## config.mk

```make
export PLATFORM = sky130hd
export DESIGN_NAME = sr_cmd_sequencer
export DESIGN_NICKNAME = d
export VERILOG_FILES = /design/src/rtl/sr_cmd_pkg.sv /design/src/rtl/sr_debounce.sv /design/src/rtl/sr_cmd_sequencer.sv
export SDC_FILE = /design/constraint.sdc
export NUM_CORES = 1
export LEC_CHECK = 0
export ABC_AREA = 1
export CAP_MARGIN = 20
export CORE_MARGIN = 2
export CORE_UTILIZATION = 48
export DETAILED_ROUTE_END_ITERATION = 6
export GPL_TIMING_DRIVEN = 0
export PLACE_DENSITY = 0.77
export SLEW_MARGIN = 20
export SYNTH_ARGS = -nofsm -noshare
export SYNTH_HDL_FRONTEND = slang
export SYNTH_HIERARCHICAL = 1
export SYNTH_SLANG_ARGS = --single-unit
```

## constraint.sdc

```tcl
create_clock -name clk -period 1.45 [get_ports clk]
set_clock_uncertainty 0.1 [all_clocks]
set_input_delay 0.145 -clock clk [delete_from_list [all_inputs] [get_ports clk]]
set_output_delay 0.145 -clock clk [all_outputs]
set_load 0.1 [all_outputs]
```

## src/rtl/sr_cmd_pkg.sv

```systemverilog
// Shared types and constants for the SR command sequencer.
// Holds the FSM state encoding, priority policy codes and status counter width.
// Helper functions are pure combinational and carry no state.
package sr_cmd_pkg;

   typedef enum logic [1:0] {
      IDLE  = 2'b00,
      SET_P = 2'b01,
      RST_P = 2'b10,
      HOLD  = 2'b11
   } state_t;

   // Simultaneous-request policy codes
   localparam int PRIO_RESET = 0;
   localparam int PRIO_SET   = 1;
   localparam int PRIO_DROP  = 2;

   localparam int STAT_W = 8;

   function automatic int max2(input int a, input int b);
      return (a > b) ? a : b;
   endfunction

   // Adds 0..2 to a status counter, pinning at all-ones instead of wrapping
   function automatic logic [STAT_W-1:0] sat_add(input logic [STAT_W-1:0] a,
                                                 input logic [1:0]        inc);
      logic [STAT_W:0] sum;
      sum = {1'b0, a} + {{(STAT_W-1){1'b0}}, inc};
      return sum[STAT_W] ? {STAT_W{1'b1}} : sum[STAT_W-1:0];
   endfunction

endpackage

```

## src/rtl/sr_debounce.sv

```systemverilog
// Purpose: two-flop synchroniser, stable-sample debounce and rising-edge pulse for one raw line.
// Latency: req_o pulses DEBOUNCE_CYCLES+2 edges after a clean raw rise, for exactly one cycle.
// Backpressure: none; the pulse is fire-and-forget, the consumer decides whether to use it.
module sr_debounce #(
   parameter int DEBOUNCE_CYCLES = 4
) (
   input  logic clk,
   input  logic rst_n,
   input  logic raw_i,
   output logic req_o
);

   localparam int DW = $clog2(DEBOUNCE_CYCLES + 1);
   localparam logic [DW-1:0] CNT_LAST = DW'(DEBOUNCE_CYCLES - 1);

   logic          sync1_q, sync2_q;
   logic          level_q, level_d;
   logic          level_prev_q;
   logic [DW-1:0] cnt_q, cnt_d;

   // Debounce: count consecutive samples that disagree with the accepted level;
   // any agreeing sample restarts the count, so a bounce never accumulates.
   always_comb begin
      level_d = level_q;
      cnt_d   = '0;
      if (sync2_q != level_q) begin
         if (cnt_q == CNT_LAST) begin
            level_d = ~level_q;
         end else begin
            cnt_d = cnt_q + 1'b1;
         end
      end
   end

   // Synchroniser chain, debounce state and previous level for edge detection
   always_ff @(posedge clk or negedge rst_n) begin
      if (!rst_n) begin
         sync1_q      <= 1'b0;
         sync2_q      <= 1'b0;
         level_q      <= 1'b0;
         level_prev_q <= 1'b0;
         cnt_q        <= '0;
      end else begin
         sync1_q      <= raw_i;
         sync2_q      <= sync1_q;
         level_q      <= level_d;
         level_prev_q <= level_q;
         cnt_q        <= cnt_d;
      end
   end

   // Only the debounced 0->1 transition produces a request
   assign req_o = level_q & ~level_prev_q;

endmodule

```

## src/rtl/sr_cmd_sequencer.sv

```systemverilog
// Purpose: turns raw set/reset request lines into registered, mutually exclusive s/r pulses.
// Latency: s or r first reads 1 after DEBOUNCE_CYCLES+3 edges from a clean raw rise in IDLE.
// Backpressure: none; requests arriving while busy are dropped (counted when SR_CMD_STATUS_EN is defined).
module sr_cmd_sequencer
   import sr_cmd_pkg::*;
#(
   parameter int DEBOUNCE_CYCLES = 4,
   parameter int PULSE_CYCLES    = 1,
   parameter int HOLDOFF_CYCLES  = 2,
   parameter int PRIORITY        = 0
) (
   input  logic       clk,
   input  logic       rst_n,
   input  logic       set_req_raw,
   input  logic       rst_req_raw,
   output logic       s,
   output logic       r,
   output logic       busy,
   output logic       conflict,
   output logic [7:0] conflict_cnt,
   output logic [7:0] drop_cnt
);

   // One counter times both the pulse and the lockout, so size it for the longer
   localparam int CW = $clog2(max2(PULSE_CYCLES, HOLDOFF_CYCLES) + 1);
   localparam logic [CW-1:0] PULSE_LAST = CW'(PULSE_CYCLES - 1);
   localparam logic [CW-1:0] HOLD_LAST  = CW'(HOLDOFF_CYCLES - 1);

   logic          set_req, rst_req;
   state_t        state_q, state_d;
   logic [CW-1:0] cnt_q, cnt_d;
   logic          s_q, r_q, conflict_q;
   logic          s_d, r_d, conflict_d;

   sr_debounce #(.DEBOUNCE_CYCLES(DEBOUNCE_CYCLES)) u_set_db (
      .clk   (clk),
      .rst_n (rst_n),
      .raw_i (set_req_raw),
      .req_o (set_req)
   );

   sr_debounce #(.DEBOUNCE_CYCLES(DEBOUNCE_CYCLES)) u_rst_db (
      .clk   (clk),
      .rst_n (rst_n),
      .raw_i (rst_req_raw),
      .req_o (rst_req)
   );

   // Next-state logic: arbitrate in IDLE, time the pulse, then the lockout
   always_comb begin
      state_d    = state_q;
      cnt_d      = cnt_q;
      conflict_d = 1'b0;
      case (state_q)
         IDLE: begin
            cnt_d = '0;
            if (set_req && rst_req) begin
               if (PRIORITY == PRIO_RESET) begin
                  state_d = RST_P;
               end else if (PRIORITY == PRIO_SET) begin
                  state_d = SET_P;
               end else begin
                  conflict_d = 1'b1;
               end
            end else if (set_req) begin
               state_d = SET_P;
            end else if (rst_req) begin
               state_d = RST_P;
            end
         end
         SET_P, RST_P: begin
            if (cnt_q == PULSE_LAST) begin
               cnt_d   = '0;
               state_d = (HOLDOFF_CYCLES == 0) ? IDLE : HOLD;
            end else begin
               cnt_d = cnt_q + 1'b1;
            end
         end
         HOLD: begin
            if (cnt_q == HOLD_LAST) begin
               cnt_d   = '0;
               state_d = IDLE;
            end else begin
               cnt_d = cnt_q + 1'b1;
            end
         end
         default: begin
            state_d = IDLE;
            cnt_d   = '0;
         end
      endcase
   end

   // Outputs are decoded from the next state so they flip on the same edge as the FSM
   always_comb begin
      s_d = (state_d == SET_P);
      r_d = (state_d == RST_P);
   end

   // FSM, counter and registered command outputs; reset kills any pulse in flight
   always_ff @(posedge clk or negedge rst_n) begin
      if (!rst_n) begin
         state_q    <= IDLE;
         cnt_q      <= '0;
         s_q        <= 1'b0;
         r_q        <= 1'b0;
         conflict_q <= 1'b0;
      end else begin
         state_q    <= state_d;
         cnt_q      <= cnt_d;
         s_q        <= s_d;
         r_q        <= r_d;
         conflict_q <= conflict_d;
      end
   end

   assign s        = s_q;
   assign r        = r_q;
   assign busy     = (state_q != IDLE);
   assign conflict = conflict_q;

`ifdef SR_CMD_STATUS_EN
   logic [STAT_W-1:0] conflict_cnt_q, drop_cnt_q;
   logic [1:0]        drop_inc;

   // Both request lines can be dropped in the same cycle, so the increment is 0..2
   always_comb begin
      drop_inc = 2'd0;
      if (state_q != IDLE) begin
         drop_inc = {1'b0, set_req} + {1'b0, rst_req};
      end
   end

   // Saturating status counters
   always_ff @(posedge clk or negedge rst_n) begin
      if (!rst_n) begin
         conflict_cnt_q <= '0;
         drop_cnt_q     <= '0;
      end else begin
         if (conflict_d) begin
            conflict_cnt_q <= sat_add(conflict_cnt_q, 2'd1);
         end
         drop_cnt_q <= sat_add(drop_cnt_q, drop_inc);
      end
   end

   assign conflict_cnt = conflict_cnt_q;
   assign drop_cnt     = drop_cnt_q;
`else
   assign conflict_cnt = 8'd0;
   assign drop_cnt     = 8'd0;
`endif

endmodule

```

## Yosys cells after proc, flatten, opt, wreduce, memory -nomap -nowiden

Cells that the tools add are included.

- Logic and storage cells: 53
- Input port bits: 4
- Output and inout bits: 20
- Bits in registers: 20

- Equality and inequality tests: 10
- Bitwise gates (word level): 6
- Reduce and logical (&&, ||, !) cells: 7
- Add/subtract/negate cells: 3
- Muxes and demuxes: 13

Operators by type and width:

| cell | count |
|---|---|
| two-way mux 2 bit | 7 |
| two-way mux 3 bit | 4 |
| one-hot mux 2 bit (3 select lines) | 2 |
| adder 3 x 1 -> 3 bit (second input constant) | 2 |
| == test 2 x 1 -> 1 bit (second input constant) | 3 |
| == test 2 bit (second input constant) | 3 |
| == test 3 x 2 -> 1 bit (second input constant) | 2 |
| zero test 2 bit | 2 |
| inverter 1 bit | 4 |
| AND reduction 2 bit | 2 |
| adder 2 x 1 -> 2 bit (second input constant) | 1 |
| AND 1 bit | 2 |
| != test 1 bit | 2 |
| nonzero test 2 bit | 1 |
| OR reduction 2 bit | 1 |
| logical AND 1 bit | 1 |

## Longest topological paths before layout

Gate-level depths: netlist (run 1).

- Word-level depth: 7
- Gate-level depth with buffers: 9
- Mapped depth without buffers: 9

## Cells and area by module

Netlist (run 1), hierarchy kept.

By module, submodules not included:

| module | area an instance (um^2) | sequential area each (um^2) | times used | cells each |
|---|---|---|---|---|
| sr_debounce | 267.8 | 175.2 | 2 | 27 |
| sr_cmd_sequencer | 515.5 | 150.1 | 1 | 65 |

## Worst setup path before layout (run 1)

OpenSTA, ideal clock, no wires.

- Path type: reg-to-output
- From: register state_q[1]
- To: output port busy
- Arrival time: 1.191 ns
- Buffers on the path: 0
- Slack: 0.014 ns
- Required time: 1.205 ns
- Stages on the path, launching flop included: 4
- Cells stage by stage: dfrtp_1 -> inv_1 -> ha_1 -> inv_1

- Cells in the longest elaborated chain, start to end: 1

Ends and longest elaborated chain:

| element | line | text |
|---|---|---|
| start: declaration | sr_cmd_sequencer.sv:30 | `state_t state_q, state_d;` |
| start signal: assignment | sr_cmd_sequencer.sv:109 | `state_q <= state_d;` |
| nonzero test 2 bit | sr_cmd_sequencer.sv:119 | `assign busy = (state_q != IDLE);` |
| end: declaration | sr_cmd_sequencer.sv:18 | `output logic busy,` |

No other way between the ends.

## Worst setup path in the final report (run 1)

- From: register s_q, in the netlist s
- To: output port s

RTL lines:

| element | line | text |
|---|---|---|
| start: declaration | sr_cmd_sequencer.sv:32 | `logic s_q, r_q, conflict_q;` |
| start signal: assignment | sr_cmd_sequencer.sv:105 | `s_q <= 1'b0;` |
| start signal: assignment | sr_cmd_sequencer.sv:111 | `s_q <= s_d;` |
| end: declaration | sr_cmd_sequencer.sv:16 | `output logic s,` |

No word-level cell between the ends.

==> metrics.md, run 1 <==
| Metric | Value |
|---|---|
| Dpl cell area | `1200 µm²` |
| Net Sw Frac | `0.460` |
| Site row count | `16` |
| Final hold slack | `0.172 ns` |
| Die X | `50.8 µm` |
| Cell family with most CP delay | `buffers and inverters` |
| P_int | `1490 µW` |
| Unrepaired setup endpoints after global routing | `false` |
| Final setup viols | `0` |
| Setup TNS | `0 ns` |
| Area grow syn2layout | `23.6%` |
| Post-Route WL | `1.57 mm` |
| TritonCTS clock tree | `done` |
| Clk sink count | `20` |
| Clock power frac | `0.161` |
| Power Density | `2120 nW/µm²` |
| CP cell instances | `clkdlybuf4s15_2` |
| Die height | `50.8 µm` |
| Post-route ant nets | `0` |
| DRT Pass-1 Iters | `4` |
| Max-cap viol count | `0` |
| Fin area | `1300 µm²` |
| Synth warn | `6` |
| Port Buffers | `6` |
| Syn avg cell area | `just under 9 µm²` |
| NetSw | `1270 µW` |
| H-tree depth | `1` |
| Synth Register Bits | `20` |
| Worst setup EP type | `output pin` |
| Crit path kind | `reg2out` |
| # DRC | `0` |
| Via count | `734` |
| Max frequency | `~0.71 GHz` |
| Total power | `2760 µW` |
| Least-Margin Pin Slew | `0.837 ns` |
| Area leader, netlist | `dfrtp_1` |
| Leakage | `0.000729 µW` |
| Final worst-path cycle share | `0.974` |
| Iter 0 DRT Violations | `4` |
| Number of global-route vias before repair | `618` |
| Register area share after synthesis | `0.476` |
| I/O pins | `24` |
| Layout cells sized above 1 | `0.284` |
| Total CTS buffers | `3` |
| Distinct cells, synth | `13` |
| Worst vdd ir | `1.51 mV` |
| Die area | `between 2000 and 3000 µm²` |
| Final hold violation count | `0` |
| Crit path max fanout | `1` |
| Ant diodes | `0` |
| Cells after Synth | `119` |
| GR Overflow Total | `0` |
| Starting Density | `0.520` |
| CTS root buffer | `clkbuf_4` |
| GRT Total Usage | `0.124` |
| CP bufs+invs | `1` |
| Crit-path max cell delay | `0.55 ns` |
| Core box area | `2020 µm²` |
| Comb pwr share | `0.540` |
| Launching element type of the critical path | `flop` |
| Critical Path RT | `1.21 ns` |
| Worst skew pair latency | `a little under 0.3 ns` |
| Synth top area share | `0.476` |
| Final net count | `162` |
| Worst min path class | `in2reg` |
| Min Tclk post-route | `between 1 and 1.5 ns` |
| Largest net degree at the start of global routing | `21` |
| Synthesized cell area | `1050 µm²` |
| Vias per cell | `approximately 4.2` |
| GPL Wtd Cong | `~0.75` |
| Clk slew on worst S/H paths | `about 0.11 ns` |
| WP data arrival | `1.17 ns` |
| Final core utilization | `0.642` |
| Sequential share of power | `0.300` |
| First-pass GRT wire length | `2.42 mm` |
| Slew margin rel. | `0.440` |
| Final Max Tran Viols | `0` |
| Critical path's slowest cell | `clkdlybuf4s15_2` |
| DR WL/cell | `8.99 µm` |
| Dpl hpwl | `approximately 1.2 mm` |
| Outcome | `finished, final reports clean` |
| Synth area leaders | `dfrtp_1 48%, buf_4 12%, ha_1 11%` |
| Clock tree buffer depth | `2` |
| Initial antenna violation count | `0` |
[per-stage QoR]
step | cells | worst slack, ns
after floorplan | 135 | 0.0144
after global placement | 168 | -0.579
after detailed placement | 168 | -0.598
after CTS | 172 | 0.00982
after global routing | 175 | 0.00135
final | 175 | 0.0373
[worst reg2reg max path, cell delays in order, from the launching register on]
cell and delay, ns:
dfrtp_1 0.43, buf_4 0.15, ha_1 0.22, nand2_1 0.08
nand2_1 0.06, nand3_2 0.07, nand2_2 0.06, nand2_1 0.06
inv_1 0.03
[sequential cells by signal, indices dropped and copies added (netlist names)]
name	count
cnt_q	2
u_set_db/sync2_q	1
s	1
u_set_db/level_q	1
r	1
state_q	2
u_rst_db/level_prev_q	1
u_rst_db/sync1_q	1
u_rst_db/level_q	1
u_rst_db/cnt_q	3
u_set_db/level_prev_q	1
u_set_db/cnt_q	3
u_rst_db/sync2_q	1
u_set_db/sync1_q	1
[layout make-up]
type | instances | area [µm²]
timing repair buffer | 9 | 88.8
tap | 27 | 33.8
buffer | 17 | 128
multi-input combinational | 76 | 413
fill | 174 | 723
inverter | 22 | 82.6
clock buffer | 3 | 22.5
clock inverter | 1 | 30.0
sequential | 20 | 500
[cells in the final DEF (no fill, tap or decap), drive strengths merged]
master,instances
ha,9
clkbuf,3
buf,22
bufinv,1
o21ai,1
nand2,30
nand3,8
clkdlybuf4s15,1
a21oi,2
conb,17
clkdlybuf4s50,3
dfrtp,20
inv,22
nor2,9
[final timing paths]
kind,slack (ns),to,startpoint,cells past startpoint
worst max-delay path,0.04,s,s,1
worst min-delay path,0.17,u_rst_db/sync1_q,rst_req_raw,1
worst max register to register,0.10,s,state_q[1],8
worst min register to register,0.26,u_set_db/sync2_q,u_set_db/sync1_q,0
max in group asynchronous,0.51,s,rst_n,1
min in group asynchronous,0.22,u_set_db/sync1_q,rst_n,1
[repair_timing]
item / in CTS / in global routing
endpoints found under the setup margin: 3 / 5
hold buffers: 0 / 0
resized for setup: 20 / 3
buffers inserted: 0 / 3
[cell families (layout without fill, tap and decap cells)]
kind of cell | after synthesis | after routing | share of synthesized area
other | 1 | 17 | 0.00357
and+or+nand+nor | 47 | 47 | 0.199
adders and majority gates | 9 | 9 | 0.107
buffers and inverters | 39 | 52 | 0.200
AOI/OAI and AO/OA | 3 | 3 | 0.0143
DFF | 20 | 20 | 0.476
[cell usage after synthesis]
cell	n
inv_1	19
nand3_2	1
dfrtp_1	20
nand2_2	7
a21oi_1	2
conb_1	1
buf_4	17
nand2_1	23
inv_2	3
nand3_1	7
o21ai_0	1
nor2_1	9
ha_1	9
[routing by layer]
layer | track usage | wire length, µm
met1 | 0.136 | 657
met2 | 0.226 | 837
met3 | 0.0268 | 80
met4 | 0.0541 | 0
met5 | 0 | 0
[power by group through the flow]
stage	sequential, µW	clock [µW]	combinational [µW]
2_1_floorplan	968	0	958
3_3_place_gp	826	0	1270
3_5_place_dp	840	0	1330
4_1_cts	832	451	1380
5_1_grt	839	473	1620
6_report	827	443	1490
Note: power is estimated with default switching activity, not from simulation.
==> run 2: changes to the inputs <==
--- a/config.mk
+++ b/config.mk
@@ -12,6 +12,7 @@
 export DETAILED_ROUTE_END_ITERATION = 6
 export GPL_TIMING_DRIVEN = 0
 export PLACE_DENSITY = 0.77
+export SKIP_LAST_GASP = 1
 export SLEW_MARGIN = 20
 export SYNTH_ARGS = -nofsm -noshare
 export SYNTH_HDL_FRONTEND = slang
==> run 2 against run 1 <==
Net effect:
- combinational power about the same
- die area unchanged
- non-clock buffer count fell by 2
- critical path type unchanged
- critical endpoint is now busy
- largest power group unchanged
==> metrics.md, run 2 (same netlist as run 1, synthesis figures left out) <==
| Metric | Value |
|---|---|
| Outcome | `finished, final reports clean` |
| I/O pins | `24` |
| # DRC | `0` |
| Die height | `between 50 and 60 µm` |
| Least-Margin Pin Slew | `0.838 ns` |
| Ant diodes | `0` |
| Slew margin rel. | `0.440` |
| Crit path kind | `reg2out` |
| Die area | `2580 µm²` |
| Finished Layout Cells | `173` |
| Total CTS buffers | `3` |
| Worst min path class | `in2reg` |
| Register area | `between 500 and 600 µm²` |
| Site row count | `16` |
| Worst setup EP type | `output pin` |
| TritonCTS clock tree | `done` |
| GR Overflow Total | `0` |
| Worst vdd ir | `around 1.2 mV` |
| Port Buffers | `6` |
| Clk sink count | `20` |
| Biggest regs | `u_rst_db/cnt_q: 3 flops, u_set_db/cnt_q: 3 flops` |
| Area of the multi-input gates | `413 µm²` |
| Unrepaired setup endpoints after global routing | `true` |
| Worst skew pair latency | `just under 0.3 ns` |
| Final hold slack | `around 0.17 ns` |
| Clock tree buffer depth | `2` |
| Final worst-path cycle share | `0.996` |
| Via count | `just over 700` |
| Final core utilization | `0.635` |
| Crit-path max cell delay | `0.41 ns` |
| DR WL/cell | `9.32 µm` |
| Max frequency | `0.692 GHz` |
| Crit path max fanout | `4` |
| Starting Density | `0.520` |
| Most common cell after layout, fill and taps aside | `nand2_1` |
| Post-Route WL | `1.61 mm` |
| Critical Path RT | `1.21 ns` |
| Most frequent cells in the layout | `23 x nand2_1, 20 x dfrtp_1, 18 x buf_4` |
| Area grow syn2layout | `22.1%` |
| Final hold violation count | `0` |
| Initial antenna violation count | `0` |
| Inst Count DP | `about 170` |
| Cell family with most CP delay | `flip-flops` |
| Leakage | `0.000719 µW` |
| CTS root buffer | `clkbuf_4` |
| Total power | `between 2000 and 3000 µW` |
| CP bufs+invs | `3` |
| Number of global-route vias before repair | `601` |
| R2R setup slack | `0.08 ns` |
| Layout cells sized above 1 | `0.267` |
| Fillcell total | `180` |
| GRT Total Usage | `0.122` |
| Clk slew on worst S/H paths | `0.11 ns` |
| Dpl hpwl | `1.16 mm` |
| H-tree depth | `1` |
| First-pass GRT wire length | `around 2.4 mm` |
| CP cell instances | `inv_2 -> ha_4 -> inv_1 -> buf_12` |
| CTS hold repair buffers | `0` |
| WP data arrival | `between 1 and 1.5 ns` |
| Iter 0 DRT Violations | `6` |
| Final Max Tran Viols | `0` |
| Final setup viols | `0` |
| Die X | `50.8 µm` |
| Launching element type of the critical path | `flop` |
| Power Density | `2130 nW/µm²` |
| Min Tclk post-route | `around 1.4 ns` |
| Post-route ant nets | `0` |
| Final net count | `160` |
| GPL Wtd Cong | `0.749` |
| Core box area | `between 2000 and 2500 µm²` |
| Vias per cell | `4.18` |
| Fin area | `~1300 µm²` |
| Critical path's slowest cell | `dfrtp_1` |
| Dpl cell area | `1200 µm²` |
| Max-cap viol count | `0` |
| Largest net degree at the start of global routing | `21` |
| DRT Pass-1 Iters | `4` |
[run 2: cell types whose count changed in the layout (fill, tap and decap cells not counted)]
cell and change:
inv_1 +1, inv_2 -1, buf_4 -2
[run 2: worst reg2reg max path: cells and delay by family (launching register included)]
kind                       cells  cell delay (ns)
buffers and inverters          2             0.18
and+or+nand+nor                5             0.34
adders and majority gates      1             0.22
DFF                            1             0.43
[run 2: path summary, 6_finish.rpt]
check | from | end | cells after the start
max | state_q[1] | busy | 4
min | rst_req_raw | u_rst_db/sync1_q | 1
max reg2reg | state_q[1] | s | 8
min reg2reg | u_set_db/sync1_q | u_set_db/sync2_q | 0
max in group asynchronous | rst_n | s | 1
min in group asynchronous | rst_n | u_set_db/sync1_q | 1
[run 2: layout make-up]
cell class | count | area share
inverters | 22 | 0.0643
clock buffers | 3 | 0.0175
flip-flops and latches | 20 | 0.390
multi-input cells | 76 | 0.322
plain buffers | 17 | 0.0994
repair buffers | 7 | 0.0575
well taps | 27 | 0.0263
clock inverters | 1 | 0.0234
[run 2: metal layers]
layer / vias to the layer above / part of all wire / track usage
li1: 371 / - / -
met1: 327 / 0.40 / 0.136
met2: 25 / 0.54 / 0.219
met3: 0 / 0.053 / 0.0268
met4: 0 / 0 / 0.0541
met5: - / 0 / 0
[run 2: power by group]
group | total [µW] | switching [µW] | internal [µW] | leakage (µW)
logic | 1460 | 1010 | 451 | 0.000439
clock network | 443 | 164 | 279 | 0.0000279
registers | 828 | 99.5 | 728 | 0.000252
[run 2: what timing repair did]
action / CTS / global route
endpoints found under the setup margin: 3 / 5
setup buffers: 0 / 1
gates resized for setup: 12 / 10
[run 2: through the flow]
step           TNS [ns]  worst slack [ns]
2_1_floorplan         0            0.0144
3_3_place_gp      -1.02            -0.579
3_5_place_dp      -1.06            -0.598
4_1_cts          -0.227            -0.227
5_1_grt         -0.0256           -0.0256
6_report              0           0.00556
==> run 3: changes to the inputs <==
--- a/config.mk
+++ b/config.mk
@@ -7,11 +7,14 @@
 export LEC_CHECK = 0
 export ABC_AREA = 1
 export CAP_MARGIN = 20
+export CELL_PAD_IN_SITES_DETAIL_PLACEMENT = 2
+export CELL_PAD_IN_SITES_GLOBAL_PLACEMENT = 2
 export CORE_MARGIN = 2
-export CORE_UTILIZATION = 48
+export CORE_UTILIZATION = 29
+export CTS_CLUSTER_SIZE = 24
 export DETAILED_ROUTE_END_ITERATION = 6
 export GPL_TIMING_DRIVEN = 0
-export PLACE_DENSITY = 0.77
+export PLACE_DENSITY_LB_ADDON = 0.1
 export SKIP_LAST_GASP = 1
 export SLEW_MARGIN = 20
 export SYNTH_ARGS = -nofsm -noshare
==> run 3 against run 2 <==
Net effect:
- cell count increased by 12%
- worst hold slack got worse by 0.018 ns
- core utilization fell by 25 points
- die area increased by 60%
- first-iteration DRC count grew 100%
- non-clock buffer count grew 2
- sequential share of layout area fell by 1.3 points
- combinational power grew 5%
- clock power is 3% higher
- register-to-register slack better by 0.02 ns
- critical endpoint unchanged
- largest cell class unchanged
==> metrics.md, run 3 (same netlist as run 1, synthesis figures left out) <==
| Metric | Value |
|---|---|
| Cell family with most CP delay | `flip-flops` |
| Min Tclk post-route | `1.41 ns` |
| H-tree depth | `1` |
| Dpl cell area | `1230 µm²` |
| Vias per cell | `~3.9` |
| Launching element type of the critical path | `flop` |
| Site row count | `21` |
| GR Overflow Total | `0` |
| Worst slack, placed | `-0.643 ns` |
| Worst min path class | `in2reg` |
| Max-cap viol count | `0` |
| CTS hold repair buffers | `0` |
| Outcome | `finished, final reports clean` |
| Inst Count DP | `187` |
| Die X | `64.2 µm` |
| Most frequent cells in the layout | `22 x nand2_1, 20 x buf_4, 20 x dfrtp_1` |
| Total CTS buffers | `3` |
| Clk sink count | `20` |
| CP cell instances | `inv_2 -> ha_4 -> inv_4 -> buf_12` |
| Most common cell after layout, fill and taps aside | `nand2_1` |
| Worst skew pair latency | `0.31 ns` |
| Final hold slack | `0.154 ns` |
| Via count | `753` |
| Port Buffers | `6` |
| Setup ws final | `0.0400 ns` |
| Setup TNS | `0 ns` |
| Worst setup EP type | `output pin` |
| Starting Density | `0.308` |
| Final worst-path cycle share | `0.972` |
| # DRC | `0` |
| Die area | `4120 µm²` |
| CTS root buffer | `clkbuf_4` |
| Final setup viols | `0` |
| GRT Total Usage | `0.117` |
| Initial antenna violation count | `0` |
| Clock tree buffer depth | `2` |
| Worst vdd ir | `about 0.69 mV` |
| Ant diodes | `0` |
| I/O pins | `24` |
| Fin area | `1330 µm²` |
| TritonCTS clock tree | `done` |
| Number of global-route vias before repair | `810` |
| Biggest regs | `u_rst_db/cnt_q: 3 flops, u_set_db/cnt_q: 3 flops` |
| GPL Wtd Cong | `0.735` |
| WP data arrival | `1.16 ns` |
| Post-Route WL | `2.02 mm` |
| Die height | `64.2 µm` |
| Post-route ant nets | `0` |
| Critical path's slowest cell | `dfrtp_1` |
| First-pass GRT wire length | `3.72 mm` |
| Final hold violation count | `0` |
| Leakage | `around 0.00073 µW` |
| Unrepaired setup endpoints after global routing | `true` |
| Largest net degree at the start of global routing | `21` |
| Clk slew on worst S/H paths | `0.12 ns` |
| Slew margin rel. | `0.423` |
| Finished Layout Cells | `194` |
| Final Max Tran Viols | `0` |
| Critical Path RT | `1.21 ns` |
| Iter 0 DRT Violations | `12` |
| Layout cells sized above 1 | `0.304` |
| Crit path max fanout | `4` |
| Power Density | `2120 nW/µm²` |
| Crit path kind | `reg2out` |
| DR WL/cell | `10.4 µm` |
| Crit-path max cell delay | `0.42 ns` |
| Least-Margin Pin Slew | `0.862 ns` |
| CP bufs+invs | `3` |
| DRT Pass-1 Iters | `3` |
| Area grow syn2layout | `26.2%` |
| Dpl hpwl | `1.59 mm` |
| Final net count | `between 150 and 200` |
| Core box area | `~3400 µm²` |
| Max frequency | `0.709 GHz` |
run 3: cell types whose count changed in the layout (fill, tap and decap cells not counted), sizes merged:
cell           change
clkdlybuf4s15      -1
buf                +3
run 3: per-layer routing:
layer	up-vias	GRT usage	routed length, µm
li1	375	-	-
met3	4	0.0176	67
met5	-	0	0
met1	358	0.136	839
met2	16	0.207	1070
met4	0	0.0638	45
run 3: final cells by class:
cell class | count | area, µm²
fillers | 396 | 2090
flip-flops and latches | 20 | 500
multi-input cells | 76 | 420
plain buffers | 17 | 128
inverters | 22 | 85.1
repair buffers | 9 | 82.6
well taps | 46 | 57.6
clock inverters | 1 | 30.0
clock buffers | 3 | 22.5
run 3: path summary, 6_finish.rpt:
kind	startpoint	end	slack, ns	depth (start not counted)
setup / recovery	state_q[0]	busy	0.04	4
hold / removal	set_req_raw	u_set_db/sync1_q	0.15	1
setup reg to reg	cnt_q[0]	s	0.10	7
hold reg to reg	u_rst_db/sync1_q	u_rst_db/sync2_q	0.26	0
max in group asynchronous	rst_n	u_set_db/level_prev_q	0.50	1
min in group asynchronous	rst_n	u_set_db/sync1_q	0.21	1
run 3: power by group:
group / switching [µW] / internal (µW)
logic: 1040 / 497
clock network: 179 / 280
registers: 91.7 / 728
run 3: through the flow:
stage	util	power, µW
final	0.388	2820
after global routing	0.388	3090
after CTS	0.379	2760
after detailed placement	0.360	2220
after global placement	0.360	2160
after floorplan	-	1930
run 3: timing repair:
action / in CTS / in global routing
pin swaps: 0 / 1
setup buffers: 2 / 1
gates resized for setup: 21 / 7
endpoints found under the setup margin: 5 / 4
